## src/rtl/alu_pkg.sv

```systemverilog
// Shared encodings for the multi-cycle ALU: opcodes, FSM states and NZCV bit positions.
package alu_pkg;

   localparam logic [4:0] OP_ADDR = 5'b01000;
   localparam logic [4:0] OP_ADDI = 5'b01001;
   localparam logic [4:0] OP_SUBR = 5'b01010;
   localparam logic [4:0] OP_SUBI = 5'b01011;
   localparam logic [4:0] OP_MASR = 5'b01100;
   localparam logic [4:0] OP_MASI = 5'b01101;
   localparam logic [4:0] OP_LSL  = 5'b11000;
   localparam logic [4:0] OP_LSR  = 5'b11010;
   localparam logic [4:0] OP_ASR  = 5'b11011;

   typedef enum logic {
      ST_IDLE = 1'b0,
      ST_MUL  = 1'b1
   } state_t;

   localparam int FLAG_V = 0;
   localparam int FLAG_C = 1;
   localparam int FLAG_Z = 2;
   localparam int FLAG_N = 3;

endpackage

```

## src/rtl/alu_mc_mul_iter.sv

```systemverilog
// Radix-2 shift-add multiplier, one multiplier bit per step, LSB first; keeps the low WIDTH bits.
module mul_iter #(
   parameter int WIDTH = 16,
   parameter int CNT_W = $clog2(WIDTH + 1)
) (
   input  logic             clk,
   input  logic             reset_n,
   input  logic             load,
   input  logic             step,
   input  logic [WIDTH-1:0] mcand,
   input  logic [WIDTH-1:0] mplier,
   output logic             last,
   output logic [WIDTH-1:0] prod
);

   logic [WIDTH-1:0] mcand_sh;
   logic [WIDTH-1:0] mplier_sh;
   logic [WIDTH-1:0] acc;
   logic [CNT_W-1:0] cnt;

   // prod is the accumulator after the current step, so on the last step it is the full product
   assign prod = acc + (mplier_sh[0] ? mcand_sh : '0);
   assign last = (cnt == CNT_W'(1));

   always_ff @(posedge clk or negedge reset_n) begin
      if (!reset_n) begin
         cnt <= '0;
      end else if (load) begin
         cnt <= CNT_W'(WIDTH);
      end else if (step && (cnt != '0)) begin
         cnt <= cnt - CNT_W'(1);
      end
   end

   always_ff @(posedge clk) begin
      if (load) begin
         mcand_sh  <= mcand;
         mplier_sh <= mplier;
         acc       <= '0;
      end else if (step) begin
         acc       <= prod;
         mcand_sh  <= mcand_sh << 1;
         mplier_sh <= mplier_sh >> 1;
      end
   end

endmodule

```

## src/rtl/alu_mc.sv

```systemverilog
// Multi-cycle datapath ALU: single-cycle ADD/SUB/shifts, iterative MAS, registered NZCV and a start/done handshake.
module alu_mc
   import alu_pkg::*;
#(
   parameter int WIDTH = 16
) (
   input  logic             clk,
   input  logic             reset_n,
   input  logic             start,
   input  logic [4:0]       op,
   input  logic [WIDTH-1:0] rd_data,
   input  logic [WIDTH-1:0] rs_data,
   input  logic [WIDTH-1:0] rm_data,
   input  logic [WIDTH-1:0] imm,
   output logic             busy,
   output logic             done,
   output logic [WIDTH-1:0] result,
   output logic             flag_z,
   output logic             flag_n,
   output logic             flag_c,
   output logic             flag_v,
   output logic             illegal
);

   localparam int CNT_W = $clog2(WIDTH + 1);

   state_t           state;
   logic [3:0]       nzcv;
   logic [WIDTH-1:0] addend;
   logic [WIDTH-1:0] operand2;
   logic [WIDTH:0]   sum_ext;
   logic [WIDTH:0]   diff_ext;
   logic [WIDTH-1:0] sc_res;
   logic             sc_c;
   logic             sc_v;
   logic             sc_ill;
   logic             is_mas;
   logic             mul_load;
   logic             mul_last;
   logic [WIDTH-1:0] mul_prod;

   function automatic logic [3:0] pack_nzcv(input logic [WIDTH-1:0] r, input logic c, input logic v);
      logic [3:0] f;
      f         = '0;
      f[FLAG_N] = r[WIDTH-1];
      f[FLAG_Z] = (r == '0);
      f[FLAG_C] = c;
      f[FLAG_V] = v;
      return f;
   endfunction

   assign is_mas   = (op == OP_MASR) || (op == OP_MASI);
   assign mul_load = (state == ST_IDLE) && start && is_mas;

   always_comb begin
      operand2 = op[0] ? imm : rm_data;
      sum_ext  = {1'b0, rs_data} + {1'b0, operand2};
      diff_ext = {1'b0, rs_data} - {1'b0, operand2};
      sc_res   = '0;
      sc_c     = 1'b0;
      sc_v     = 1'b0;
      sc_ill   = 1'b0;
      case (op)
         OP_ADDR, OP_ADDI: begin
            sc_res = sum_ext[WIDTH-1:0];
            sc_c   = sum_ext[WIDTH];
            sc_v   = (rs_data[WIDTH-1] == operand2[WIDTH-1]) && (sum_ext[WIDTH-1] != rs_data[WIDTH-1]);
         end
         OP_SUBR, OP_SUBI: begin
            // carry means "no borrow", i.e. Rs >= operand unsigned
            sc_res = diff_ext[WIDTH-1:0];
            sc_c   = ~diff_ext[WIDTH];
            sc_v   = (rs_data[WIDTH-1] != operand2[WIDTH-1]) && (diff_ext[WIDTH-1] != rs_data[WIDTH-1]);
         end
         OP_MASR, OP_MASI: begin
            sc_ill = 1'b0;
         end
         OP_LSL: begin
            sc_res = {rs_data[WIDTH-2:0], 1'b0};
            sc_c   = rs_data[WIDTH-1];
         end
         OP_LSR: begin
            sc_res = {1'b0, rs_data[WIDTH-1:1]};
            sc_c   = rs_data[0];
         end
         OP_ASR: begin
            sc_res = {rs_data[WIDTH-1], rs_data[WIDTH-1:1]};
            sc_c   = rs_data[0];
         end
         default: sc_ill = 1'b1;
      endcase
   end

   mul_iter #(
      .WIDTH(WIDTH),
      .CNT_W(CNT_W)
   ) u_mul (
      .clk    (clk),
      .reset_n(reset_n),
      .load   (mul_load),
      .step   (state == ST_MUL),
      .mcand  (rd_data),
      .mplier (rs_data),
      .last   (mul_last),
      .prod   (mul_prod)
   );

   always_ff @(posedge clk) begin
      if (mul_load) begin
         addend <= operand2;
      end
   end

   always_ff @(posedge clk or negedge reset_n) begin
      if (!reset_n) begin
         state   <= ST_IDLE;
         busy    <= 1'b0;
         done    <= 1'b0;
         result  <= '0;
         nzcv    <= '0;
         illegal <= 1'b0;
      end else begin
         done <= 1'b0;
         unique case (state)
            ST_IDLE: begin
               if (start && is_mas) begin
                  state <= ST_MUL;
                  busy  <= 1'b1;
               end else if (start) begin
                  done    <= 1'b1;
                  result  <= sc_res;
                  nzcv    <= pack_nzcv(sc_res, sc_c, sc_v);
                  illegal <= sc_ill;
               end
            end
            ST_MUL: begin
               if (mul_last) begin
                  state   <= ST_IDLE;
                  busy    <= 1'b0;
                  done    <= 1'b1;
                  result  <= mul_prod + addend;
                  nzcv    <= pack_nzcv(mul_prod + addend, 1'b0, 1'b0);
                  illegal <= 1'b0;
               end
            end
         endcase
      end
   end

   assign flag_n = nzcv[FLAG_N];
   assign flag_z = nzcv[FLAG_Z];
   assign flag_c = nzcv[FLAG_C];
   assign flag_v = nzcv[FLAG_V];

endmodule

```

## config.mk

```make
export PLATFORM = sky130hd
export DESIGN_NAME = alu_mc
export DESIGN_NICKNAME = d
export VERILOG_FILES = /design/src/rtl/alu_pkg.sv /design/src/rtl/alu_mc_mul_iter.sv /design/src/rtl/alu_mc.sv
export SDC_FILE = /design/constraint.sdc
export NUM_CORES = 1
export LEC_CHECK = 0
export ABC_AREA = 1
export ABC_CLOCK_PERIOD_IN_PS = 4450
export CAP_MARGIN = 30
export CORE_MARGIN = 1.5
export CORE_UTILIZATION = 54
export DETAILED_ROUTE_END_ITERATION = 10
export GPL_ROUTABILITY_DRIVEN = 0
export PLACE_DENSITY = 0.86
export SLEW_MARGIN = 20
export SYNTH_ARGS = -nofsm -noshare
export SYNTH_HDL_FRONTEND = slang
export SYNTH_HIERARCHICAL = 1
export SYNTH_SLANG_ARGS = --single-unit
export TNS_END_PERCENT = 50
```

## constraint.sdc

```tcl
create_clock -name clk -period 4.45 [get_ports clk]
set_input_delay 0.89 -clock clk [delete_from_list [all_inputs] [get_ports clk]]
set_output_delay 0.89 -clock clk [all_outputs]
set_load 0.03 [all_outputs]
```

==> results of run 1 <==
-- flip-flops by register name, indices dropped and copies added, names as in the netlist --
signal / cells
addend: 16
busy: 1
done: 1
illegal: 1
nzcv: 3
result: 16
state: 1
u_mul/acc: 16
u_mul/cnt: 5
u_mul/mcand_sh: 16
u_mul/mplier_sh: 16
-- layer usage --
metal / global-route usage / up-vias
li1: - / 4139
met1: 0.397 / 3867
met2: 0.461 / 417
met3: 0.0486 / 80
met4: 0.152 / 0
met5: 0 / -
-- Yosys cell counts (3+ instances only) --
| library cell | count | area, sq um |
|---|---|---|
| o221ai_1 | 3 | 26.3 |
| nor3_2 | 3 | 30.0 |
| buf_6 | 3 | 33.8 |
| ha_1 | 69 | 863 |
| fa_1 | 4 | 80.1 |
| dfxtp_1 | 16 | 320 |
| nand3b_1 | 8 | 60.1 |
| o21ai_1 | 3 | 15.0 |
| nor3_1 | 15 | 75.1 |
| o22ai_1 | 11 | 68.8 |
| buf_2 | 10 | 50.1 |
| xor2_2 | 3 | 48.8 |
| nand4_1 | 16 | 100 |
| xnor2_1 | 4 | 35.0 |
| inv_1 | 190 | 713 |
| xor2_1 | 13 | 114 |
| inv_2 | 13 | 48.8 |
| nor2_1 | 77 | 289 |
| o21ai_0 | 39 | 195 |
| nor2_2 | 7 | 43.8 |
| edfxtp_1 | 48 | 1440 |
| or2_2 | 16 | 100 |
| nand2_2 | 13 | 81.3 |
| clkinv_1 | 4 | 15.0 |
| clkbuf_1 | 9 | 33.8 |
| dfrtp_1 | 28 | 701 |
| o211ai_1 | 10 | 75.1 |
| a21oi_1 | 45 | 225 |
| and2_1 | 9 | 56.3 |
| o21bai_1 | 7 | 52.6 |
| a22o_1 | 4 | 35.0 |
| nand3_2 | 4 | 40.0 |
| buf_4 | 6 | 45.0 |
| nand2_1 | 430 | 1610 |
| a21oi_2 | 5 | 43.8 |
| nand3_1 | 91 | 455 |
-- how the worst min path moves through the flow --
| stage | startpoint | end | cells past startpoint |
|---|---|---|---|
| 6_report | u_mul/acc[7]$_SDFFE_PP0P_ | u_mul/acc[7]$_SDFFE_PP0P_ | 2 |
| 5_1_grt | u_mul/acc[8]$_SDFFE_PP0P_ | u_mul/acc[8]$_SDFFE_PP0P_ | 2 |
| 4_1_cts | u_mul/acc[9]$_SDFFE_PP0P_ | u_mul/acc[9]$_SDFFE_PP0P_ | 2 |
| 3_5_place_dp | u_mul/acc[9]$_SDFFE_PP0P_ | u_mul/acc[9]$_SDFFE_PP0P_ | 2 |
| 3_3_place_gp | u_mul/acc[14]$_SDFFE_PP0P_ | u_mul/acc[14]$_SDFFE_PP0P_ | 2 |
| 2_1_floorplan | u_mul/acc[5]$_SDFFE_PP0P_ | u_mul/acc[5]$_SDFFE_PP0P_ | 2 |
-- power groups by stage --
stage               clock network (mW)  logic (mW)  registers (mW)
global placement                     0        3.62            1.45
finish                           0.835        3.81            1.45
floorplan                            0        2.62            1.56
CTS                              0.844        3.75            1.45
detailed placement                   0        3.71            1.46
global route                     0.882        4.23            1.48
-- cell type report --
type / instances / area [sq um]
clock inverters: 6 / 87.6
well taps: 188 / 235
inverters: 208 / 786
fillers: 1267 / 5430
repair buffers: 103 / 1010
flip-flops and latches: 92 / 2460
multi-input cells: 917 / 4910
clock buffers: 10 / 229
-- critical path, delay by kind of cell (launching register included) --
kind	cells	cell delay, ns
flip-flops	1	0.40
AO/OA/AOI/OAI	3	0.58
buffers and inverters	1	0.06
AND/OR/NAND/NOR	13	1.57
adder cells (fa/ha/maj)	3	1.05
XOR/XNOR	1	0.27
-- cell families after synthesis --
kind of cell / Yosys count
buffers and inverters: 237
DFF: 92
xor gates and xnor gates: 20
AOI/OAI and AO/OA: 132
and+or+nand+nor: 692
adders and majority gates: 73
-- layout by cell type, fill, tap and decap left out, drive strengths merged, types with 28 or more instances in the layout --
master and instances:
nand2 443, inv 204, nand3 95, clkdlybuf4s50 94
nor2 85, ha 69, a21oi 51, edfxtp 48
o21ai 43, dfrtp 28
-- stage by stage --
step                setup slack, ns   util  cell area (sq um)
floorplan                     0.118      -               8320
global placement              0.542  0.620               9400
detailed placement            0.474  0.620               9400
CTS                           0.529  0.641               9710
global route                  0.146  0.641               9710
finish                        0.486  0.641               9710
==> metrics, run 1 <==
share of total power in sequential cells 0.238; Slew Limit Fails 0; met2 wire length 10400 microns; crit end category flop; vias in the first global route 7869; CP startpoint kind flop; R2R Path Start u_mul/mcand_sh[0]$_SDFFCE_PN0P_; Syn Area/Cell 6.67 sq um; initial antenna violation count 0; largest net degree at the start of global routing 49; slowest CP cell fa_1; met3 routed WL 1920 microns; Final Power 6.09 mW; wirelength, routed 23200 microns; global route overflow 0; final worst path period need 3.96 ns; Cell variety after synth 46; CP required 4.73 ns; Post-synth top flop edfxtp_1; Final Hold Fails 0; worst ir drop on vdd 0.000311 V; synthesis-to-layout area growth 16.8%; crit-path max FO 6; Critical Path AT 4.25 ns; I/O Buffers 94; net switching power 2.97 mW; WHS 0.463 ns; hold buffer count at cts 0; RSZ-0062 raised after global routing no; Reg2Reg Setup Slack 0.49 ns; Setup crit end nzcv[2]$_DFFE_PN0P_; Clock Sink Count 92; Synthesis Warnings 6; Critical Path Source u_mul/mcand_sh[0]$_SDFFCE_PN0P_; CP dominant cell by count nand2_1; worst min-delay path category flop to flop; Setup Skew 0.0121 ns; # diodes 0; sw frac 0.488; Synth Instances 1246; global-route wire length before repair 37700 microns; sequential cell area fraction in the yosys report 0.296; die area 0.0162 sq mm; Synth Area in Adders 0.113; number of I/O pins 95; crit path cell chain nand2_1, inv_1, ha_1, fa_1, nand2_2, nand3_1, nand3_1, nand2_1, or2_2, and2_1, ha_1, a21oi_1, o21ai_0, nand2_1, nand3_1, a21oi_1, xor2_1, nand4_1, nand2_1, nand2_1, nand2_1; EDFF count, synth 48; nets@finish 1476; internal power 3.12 mW; DRT Pass-1 Iters 7; DR top layer met4; worst r2r path cells 21; CTS Buf Count 9; crit share post-route 0.891; Max H-tree Level 3; Post-route DRC 0; final non-filler cell total 1524; Setup Fix Bufs, Post-CTS 0; Final HPWL DP 18400 microns; Setup-failing EPs final 0; clock network power share 0.137; async set-reset flop share out of synthesis 0.304; syn nets 1391; synthesized area 0.00832 sq mm; met1 wire length 9740 microns; Synth Area in XOR/XNOR 0.0238; Initial Util 0.549; r2r endpoint nzcv[2]$_DFFE_PN0P_; Max-Cap Viols 0; CTS tree yes; Compound-Gate Fraction of Synth Area 0.0943; Reg clk slew, reported paths 0.06 ns; share of layout cells above drive strength 1 0.0704; Seq cells post-synth 92; Iteration-0 DRC Markers 821; WS Path Type flop to flop; die width 127 microns; row count 45; worst slew pin tran 0.770 ns; maximum clock path buffer count 2; CTS Root Cell clkbuf_16; vias per cell 5.58; Comb pwr share 0.625; CTS resizes 0; CORE AREA 0.0151 sq mm; total track usage 0.295; Inst Count DP 1508; outcome complete, no violations; WL per Instance 15.2 microns; CP peak stage delay 0.46 ns; Leak 5.04 nW; Rel. slew slack 0.486; setup TNS 0 ns; DIE HEIGHT 127 microns; Synth Area in Simple Gates 0.358; PwrDens 627 mW/mm^2; DR vias 8503; antenna-violating nets left 0; Max Fclk 252 MHz; largest family of logic cells by synthesized area simple AND/OR/NAND/NOR gates; clk_lat worst skew 0.35 ns; multiplexer area fraction after synthesis 0
(Power assumes the default switching activity.)
==> run 2: changes to the inputs <==
--- a/config.mk
+++ b/config.mk
@@ -6,7 +6,7 @@
 export NUM_CORES = 1
 export LEC_CHECK = 0
 export ABC_AREA = 1
-export ABC_CLOCK_PERIOD_IN_PS = 4450
+export ABC_CLOCK_PERIOD_IN_PS = 4100
 export CAP_MARGIN = 30
 export CORE_MARGIN = 1.5
 export CORE_UTILIZATION = 54
==> constraint.sdc (replaced) <==
create_clock -name clk -period 4.1 [get_ports clk]
set_input_delay 0.82 -clock clk [delete_from_list [all_inputs] [get_ports clk]]
set_output_delay 0.82 -clock clk [all_outputs]
set_load 0.03 [all_outputs]
==> metrics, run 2 (synthesis results as in run 1) <==
antenna-violating nets left 0 (unchanged); commonest cells after routing, fill and taps aside nand2_1 (430), inv_1 (190), clkdlybuf4s50_1 (94) (unchanged); synthesis-to-layout area growth 17.2% (was 16.8%); Final Hold Fails 0 (unchanged); # diodes 0 (unchanged); WL per Instance 15.6 microns (was 15.2 microns); CORE AREA 0.0151 sq mm (unchanged); Initial Util 0.549 (unchanged); crit end category flop (unchanged); crit share post-route 0.959 (was 0.891); setup TNS 0 ns (unchanged); Max H-tree Level 3 (unchanged); HP Start u_mul/acc[12]$_SDFFE_PP0P_ (was u_mul/acc[7]$_SDFFE_PP0P_); slowest CP cell fa_1 (unchanged); final worst path period need 3.93 ns (was 3.96 ns); worst r2r path cells 21 (unchanged); CTS Root Cell clkbuf_16 (unchanged); I/O Buffers 94 (unchanged); die area 0.0162 sq mm (unchanged); largest net degree at the start of global routing 51 (was 49); total track usage 0.299 (was 0.295); Final Power 6.58 mW (was 6.09 mW); Hold Path End u_mul/acc[12]$_SDFFE_PP0P_ (was u_mul/acc[7]$_SDFFE_PP0P_); commonest non-fill, non-tap cell in the layout nand2_1 (unchanged); outcome complete, no violations (unchanged); initial antenna violation count 0 (unchanged); Setup Fix Bufs, Post-CTS 0 (unchanged); R2R Path Start u_mul/mcand_sh[0]$_SDFFCE_PN0P_ (unchanged); hold buffer count at cts 0 (unchanged); Hold Path Stages 2 (unchanged); Critical Path AT 4.22 ns (was 4.25 ns); clock network power share 0.129 (was 0.137); CP dominant cell by count nand2_1 (unchanged); CTS resizes 0 (unchanged); Iteration-0 DRC Markers 880 (was 821); global-route wire length before repair 38400 microns (was 37700 microns); row count 45 (unchanged); CP peak stage delay 0.45 ns (was 0.46 ns); crit-path max FO 6 (unchanged); die width 127 microns (unchanged); worst slew pin tran 0.696 ns (was 0.770 ns); DRT Pass-1 Iters 5 (was 7); Final HPWL DP 18600 microns (was 18400 microns); DIE HEIGHT 127 microns (unchanged); Setup Skew 0.00501 ns (was 0.0121 ns); worst ir drop on vdd 0.000365 V (was 0.000311 V); crit path cell chain nand2_1, inv_1, ha_1, fa_1, nand2_2, nand3_1, nand3_1, nand2_1, or2_2, and2_1, ha_1, a21oi_1, o21ai_1, nand2_1, nand3_1, a21oi_1, xor2_1, nand4_1, nand2_1, nand2_1, nand2_1 (was nand2_1, inv_1, ha_1, fa_1, nand2_2, nand3_1, nand3_1, nand2_1, or2_2, and2_1, ha_1, a21oi_1, o21ai_0, nand2_1, nand3_1, a21oi_1, xor2_1, nand4_1, nand2_1, nand2_1, nand2_1); Reg clk slew, reported paths 0.07 ns (was 0.06 ns); net switching power 3.25 mW (was 2.97 mW); PwrDens 675 mW/mm^2 (was 627 mW/mm^2); number of I/O pins 95 (unchanged); placed cell areas 0.00945 sq mm (was 0.00940 sq mm); Reg2Reg Setup Slack 0.17 ns (was 0.49 ns); maximum clock path buffer count 2 (unchanged); Max Fclk 254 MHz (was 252 MHz); final instance area 0.00975 sq mm (was 0.00971 sq mm); CTS tree yes (unchanged); Setup-failing EPs final 0 (unchanged); DR vias 8514 (was 8503); Finished Core Util 0.644 (was 0.641); CTS Buf Count 9 (unchanged); Inst Count DP 1514 (was 1508); Clock Sink Count 92 (unchanged); wirelength, routed 23800 microns (was 23200 microns); nets@finish 1482 (was 1476); WS Path Type flop to flop (unchanged); Comb pwr share 0.633 (was 0.625); CP required 4.39 ns (was 4.73 ns); vias in the first global route 7931 (was 7869); worst min-delay path category flop to flop (unchanged); RSZ-0062 raised after global routing no (unchanged); Slew Limit Fails 0 (unchanged); CP startpoint kind flop (unchanged); vias per cell 5.56 (was 5.58); Post-route DRC 0 (unchanged); global route overflow 0 (unchanged); Rel. slew slack 0.535 (was 0.486); internal power 3.34 mW (was 3.12 mW); clk_lat worst skew 0.36 ns (was 0.35 ns); final non-filler cell total 1530 (was 1524); r2r endpoint nzcv[2]$_DFFE_PN0P_ (unchanged); sw frac 0.493 (was 0.488); share of total power in sequential cells 0.238 (about the same); Leak 5.06 nW (was 5.04 nW); share of layout cells above drive strength 1 0.0753 (was 0.0704); Max-Cap Viols 0 (unchanged)
-- run 2: power by group through the flow --
| stage | sequential (mW) | clock [mW] | combinational (mW) |
|---|---|---|---|
| after global placement | 1.57 | 0 | 3.97 |
| final | 1.56 | 0.849 | 4.17 |
| after detailed placement | 1.58 | 0 | 4.05 |
| after CTS | 1.56 | 0.864 | 4.10 |
| after floorplan | 1.69 | 0 | 2.85 |
| after global routing | 1.60 | 0.899 | 4.61 |
-- run 2: how the worst max path moves through the flow --
stage	start	end	cells after the start
floorplan	op[4]	u_mul/mcand_sh[0]$_SDFFCE_PN0P_	10
global placement	op[0]	nzcv[2]$_DFFE_PN0P_	20
detailed placement	op[0]	nzcv[2]$_DFFE_PN0P_	20
CTS	u_mul/mcand_sh[0]$_SDFFCE_PN0P_	nzcv[2]$_DFFE_PN0P_	21
global route	u_mul/mcand_sh[0]$_SDFFCE_PN0P_	nzcv[2]$_DFFE_PN0P_	21
finish	u_mul/mcand_sh[0]$_SDFFCE_PN0P_	nzcv[2]$_DFFE_PN0P_	21
-- run 2: final cells by class --
class | count | area [sq um]
flip-flops and latches | 92 | 2460
well taps | 188 | 235
clock buffers | 9 | 225
inverters | 208 | 786
multi-input cells | 917 | 4910
clock inverters | 7 | 73.8
fillers | 1276 | 5400
repair buffers | 109 | 1050
-- run 2: worst max-delay path, delay by kind of cell, from the launching register on --
family | cells | cell delay (ns)
DFF | 1 | 0.40
AOI/OAI and AO/OA | 3 | 0.59
and+or+nand+nor | 13 | 1.54
xor gates and xnor gates | 1 | 0.25
adders and majority gates | 3 | 1.03
buffers and inverters | 1 | 0.05
-- run 2: layer usage --
layer	vias up	GRT usage	wire length, microns
met5	-	0	0
met4	0	0.147	1110
met3	76	0.0456	2230
met1	3843	0.394	9780
li1	4139	-	-
met2	456	0.483	10700
-- run 2: through the flow --
| stage | setup slack [ns] | hold slack (ns) |
|---|---|---|
| 2_1_floorplan | 0.388 | 0.432 |
| 3_3_place_gp | 0.195 | 0.445 |
| 3_5_place_dp | 0.112 | 0.446 |
| 4_1_cts | 0.181 | 0.458 |
| 5_1_grt | 0.0143 | 0.471 |
| 6_report | 0.169 | 0.457 |
==> run 3: changes to the inputs <==
--- a/config.mk
+++ b/config.mk
@@ -8,11 +8,13 @@
 export ABC_AREA = 1
 export ABC_CLOCK_PERIOD_IN_PS = 4100
 export CAP_MARGIN = 30
+export CELL_PAD_IN_SITES_DETAIL_PLACEMENT = 0
+export CELL_PAD_IN_SITES_GLOBAL_PLACEMENT = 2
 export CORE_MARGIN = 1.5
-export CORE_UTILIZATION = 54
+export CORE_UTILIZATION = 32
 export DETAILED_ROUTE_END_ITERATION = 10
 export GPL_ROUTABILITY_DRIVEN = 0
-export PLACE_DENSITY = 0.86
+export PLACE_DENSITY = 0.91
 export SLEW_MARGIN = 20
 export SYNTH_ARGS = -nofsm -noshare
 export SYNTH_HDL_FRONTEND = slang
==> metrics, run 3 (synthesis results as in run 1) <==
number of I/O pins 95 (unchanged); Max Fclk 269 MHz (was 254 MHz); r2r endpoint nzcv[2]$_DFFE_PN0P_ (unchanged); Post-route DRC 0 (unchanged); DIE HEIGHT 164 microns (was 127 microns); nets@finish 1493 (was 1482); hold buffer count at cts 0 (unchanged); global route overflow 0 (unchanged); Clock Sink Count 92 (unchanged); CTS tree yes (unchanged); largest net degree at the start of global routing 51 (unchanged); WHS 0.457 ns (about the same); CP dominant cell by count nand2_1 (unchanged); Critical Path AT 4.01 ns (was 4.22 ns); setup ws final 0.382 ns (was 0.169 ns); Leak 5.13 nW (was 5.06 nW); die area 0.0270 sq mm (was 0.0162 sq mm); initial antenna violation count 0 (unchanged); crit end category flop (unchanged); Max H-tree Level 3 (unchanged); PwrDens 667 mW/mm^2 (was 675 mW/mm^2); Final Power 6.70 mW (was 6.58 mW); CP startpoint kind flop (unchanged); CP required 4.39 ns (about the same); commonest non-fill, non-tap cell in the layout nand2_1 (unchanged); CTS Root Cell clkbuf_16 (unchanged); CTS resizes 0 (unchanged); Reg2Reg Setup Slack 0.38 ns (was 0.17 ns); total track usage 0.205 (was 0.299); maximum clock path buffer count 2 (unchanged); clk_lat worst skew 0.36 ns (about the same); dpl ws 0.177 ns (was 0.112 ns); Final HPWL DP 22200 microns (was 18600 microns); synthesis-to-layout area growth 20.8% (was 17.2%); Initial Util 0.328 (was 0.549); Slew Limit Fails 0 (unchanged); Rel. slew slack 0.538 (was 0.535); worst slew pin tran 0.693 ns (was 0.696 ns); CORE AREA 0.0253 sq mm (was 0.0151 sq mm); Hold Path Stages 2 (unchanged); vias in the first global route 7741 (was 7931); share of layout cells above drive strength 1 0.0835 (was 0.0753); Iteration-0 DRC Markers 524 (was 880); final instance area 0.0100 sq mm (was 0.00975 sq mm); final non-filler cell total 1683 (was 1530); WL per Instance 16.0 microns (was 15.6 microns); I/O Buffers 94 (unchanged); placed cell areas 0.00971 sq mm (was 0.00945 sq mm); wirelength, routed 27000 microns (was 23800 microns); Max-Cap Viols 0 (unchanged); row count 58 (was 45); DR vias 8000 (was 8514); crit-path max FO 4 (was 6); worst ir drop on vdd 0.000283 V (was 0.000365 V); final worst path period need 3.72 ns (was 3.93 ns); Hold Path End u_mul/acc[12]$_SDFFE_PP0P_ (unchanged); Setup-failing EPs final 0 (unchanged); # diodes 0 (unchanged); Reg clk slew, reported paths 0.07 ns (about the same); HP Start u_mul/acc[12]$_SDFFE_PP0P_ (unchanged); RSZ-0062 raised after global routing no (unchanged); Inst Count DP 1667 (was 1514); outcome complete, no violations (unchanged); die width 164 microns (was 127 microns); DRT Pass-1 Iters 5 (unchanged); worst r2r path cells 22 (was 21); global-route wire length before repair 42100 microns (was 38400 microns); slowest CP cell fa_1 (unchanged); crit share post-route 0.907 (was 0.959); CTS Buf Count 9 (unchanged); setup TNS 0 ns (unchanged); worst min-delay path category flop to flop (unchanged); Setup Fix Bufs, Post-CTS 0 (unchanged); Fill cells 2655 (was 1276); commonest cells after routing, fill and taps aside nand2_1 (430), inv_1 (190), clkdlybuf4s50_1 (94) (unchanged); Final Hold Fails 0 (unchanged); Setup Skew 0.00926 ns (was 0.00501 ns); vias per cell 4.75 (was 5.56); Finished Core Util 0.397 (was 0.644); CP peak stage delay 0.45 ns (about the same); crit path cell chain nand2_1, inv_1, ha_1, fa_1, nand2_2, nand3_1, nand3_1, nand2_1, or2_2, and2_1, ha_1, nand2_1, o21ai_0, nand2_1, nand3_1, xor2_1, nand3_1, nor2_1, nand4_1, nand2_1, nand2_1, nand2_1 (was nand2_1, inv_1, ha_1, fa_1, nand2_2, nand3_1, nand3_1, nand2_1, or2_2, and2_1, ha_1, a21oi_1, o21ai_1, nand2_1, nand3_1, a21oi_1, xor2_1, nand4_1, nand2_1, nand2_1, nand2_1); antenna-violating nets left 0 (unchanged); R2R Path Start u_mul/mcand_sh[0]$_SDFFCE_PN0P_ (unchanged); WS Path Type flop to flop (unchanged)
run 3: how the worst max path moves through the flow:
stage	from	end	cells past startpoint	slack (ns)
after floorplan	op[4]	u_mul/mcand_sh[0]$_SDFFCE_PN0P_	10	0.39
after detailed placement	op[0]	nzcv[2]$_DFFE_PN0P_	21	0.18
after CTS	u_mul/mcand_sh[0]$_SDFFCE_PN0P_	nzcv[2]$_DFFE_PN0P_	25	0.33
after global placement	op[0]	nzcv[2]$_DFFE_PN0P_	20	0.16
after global routing	u_mul/mcand_sh[0]$_SDFFCE_PN0P_	nzcv[2]$_DFFE_PN0P_	26	0.04
final	u_mul/mcand_sh[0]$_SDFFCE_PN0P_	nzcv[2]$_DFFE_PN0P_	22	0.38
run 3: area by class of cell:
type	instances	area [sq um]	share of cell area
clock buffer	10	239	0.0238
clock inverter	6	93.8	0.00934
inverter	208	786	0.0782
multi-input combinational	917	4920	0.489
sequential	92	2460	0.245
tap	330	413	0.0411
timing repair buffer	120	1140	0.113
run 3: per-layer routing:
layer	routed length (microns)	vias to the layer above	track usage
met3	855	26	0.0220
met5	0	-	0
met2	12400	138	0.333
li1	-	4164	-
met1	13200	3672	0.285
met4	518	0	0.0640
run 3: report_power, final:
group / total [mW] / switching [mW] / internal (mW) / leakage, nW
Sequential: 1.56 / 0.187 / 1.37 / 0.950
Clock: 0.945 / 0.388 / 0.557 / 0.160
Combinational: 4.20 / 2.68 / 1.52 / 4.02
Total: 6.70 / 3.26 / 3.44 / 5.13
run 3: critical path: cells and delay by family, from the launching register on:
kind	cells	cell delay, ns
and+or+nand+nor	16	1.72
adders and majority gates	3	0.99
DFF	1	0.43
AOI/OAI and AO/OA	1	0.25
xor gates and xnor gates	1	0.22
buffers and inverters	1	0.04
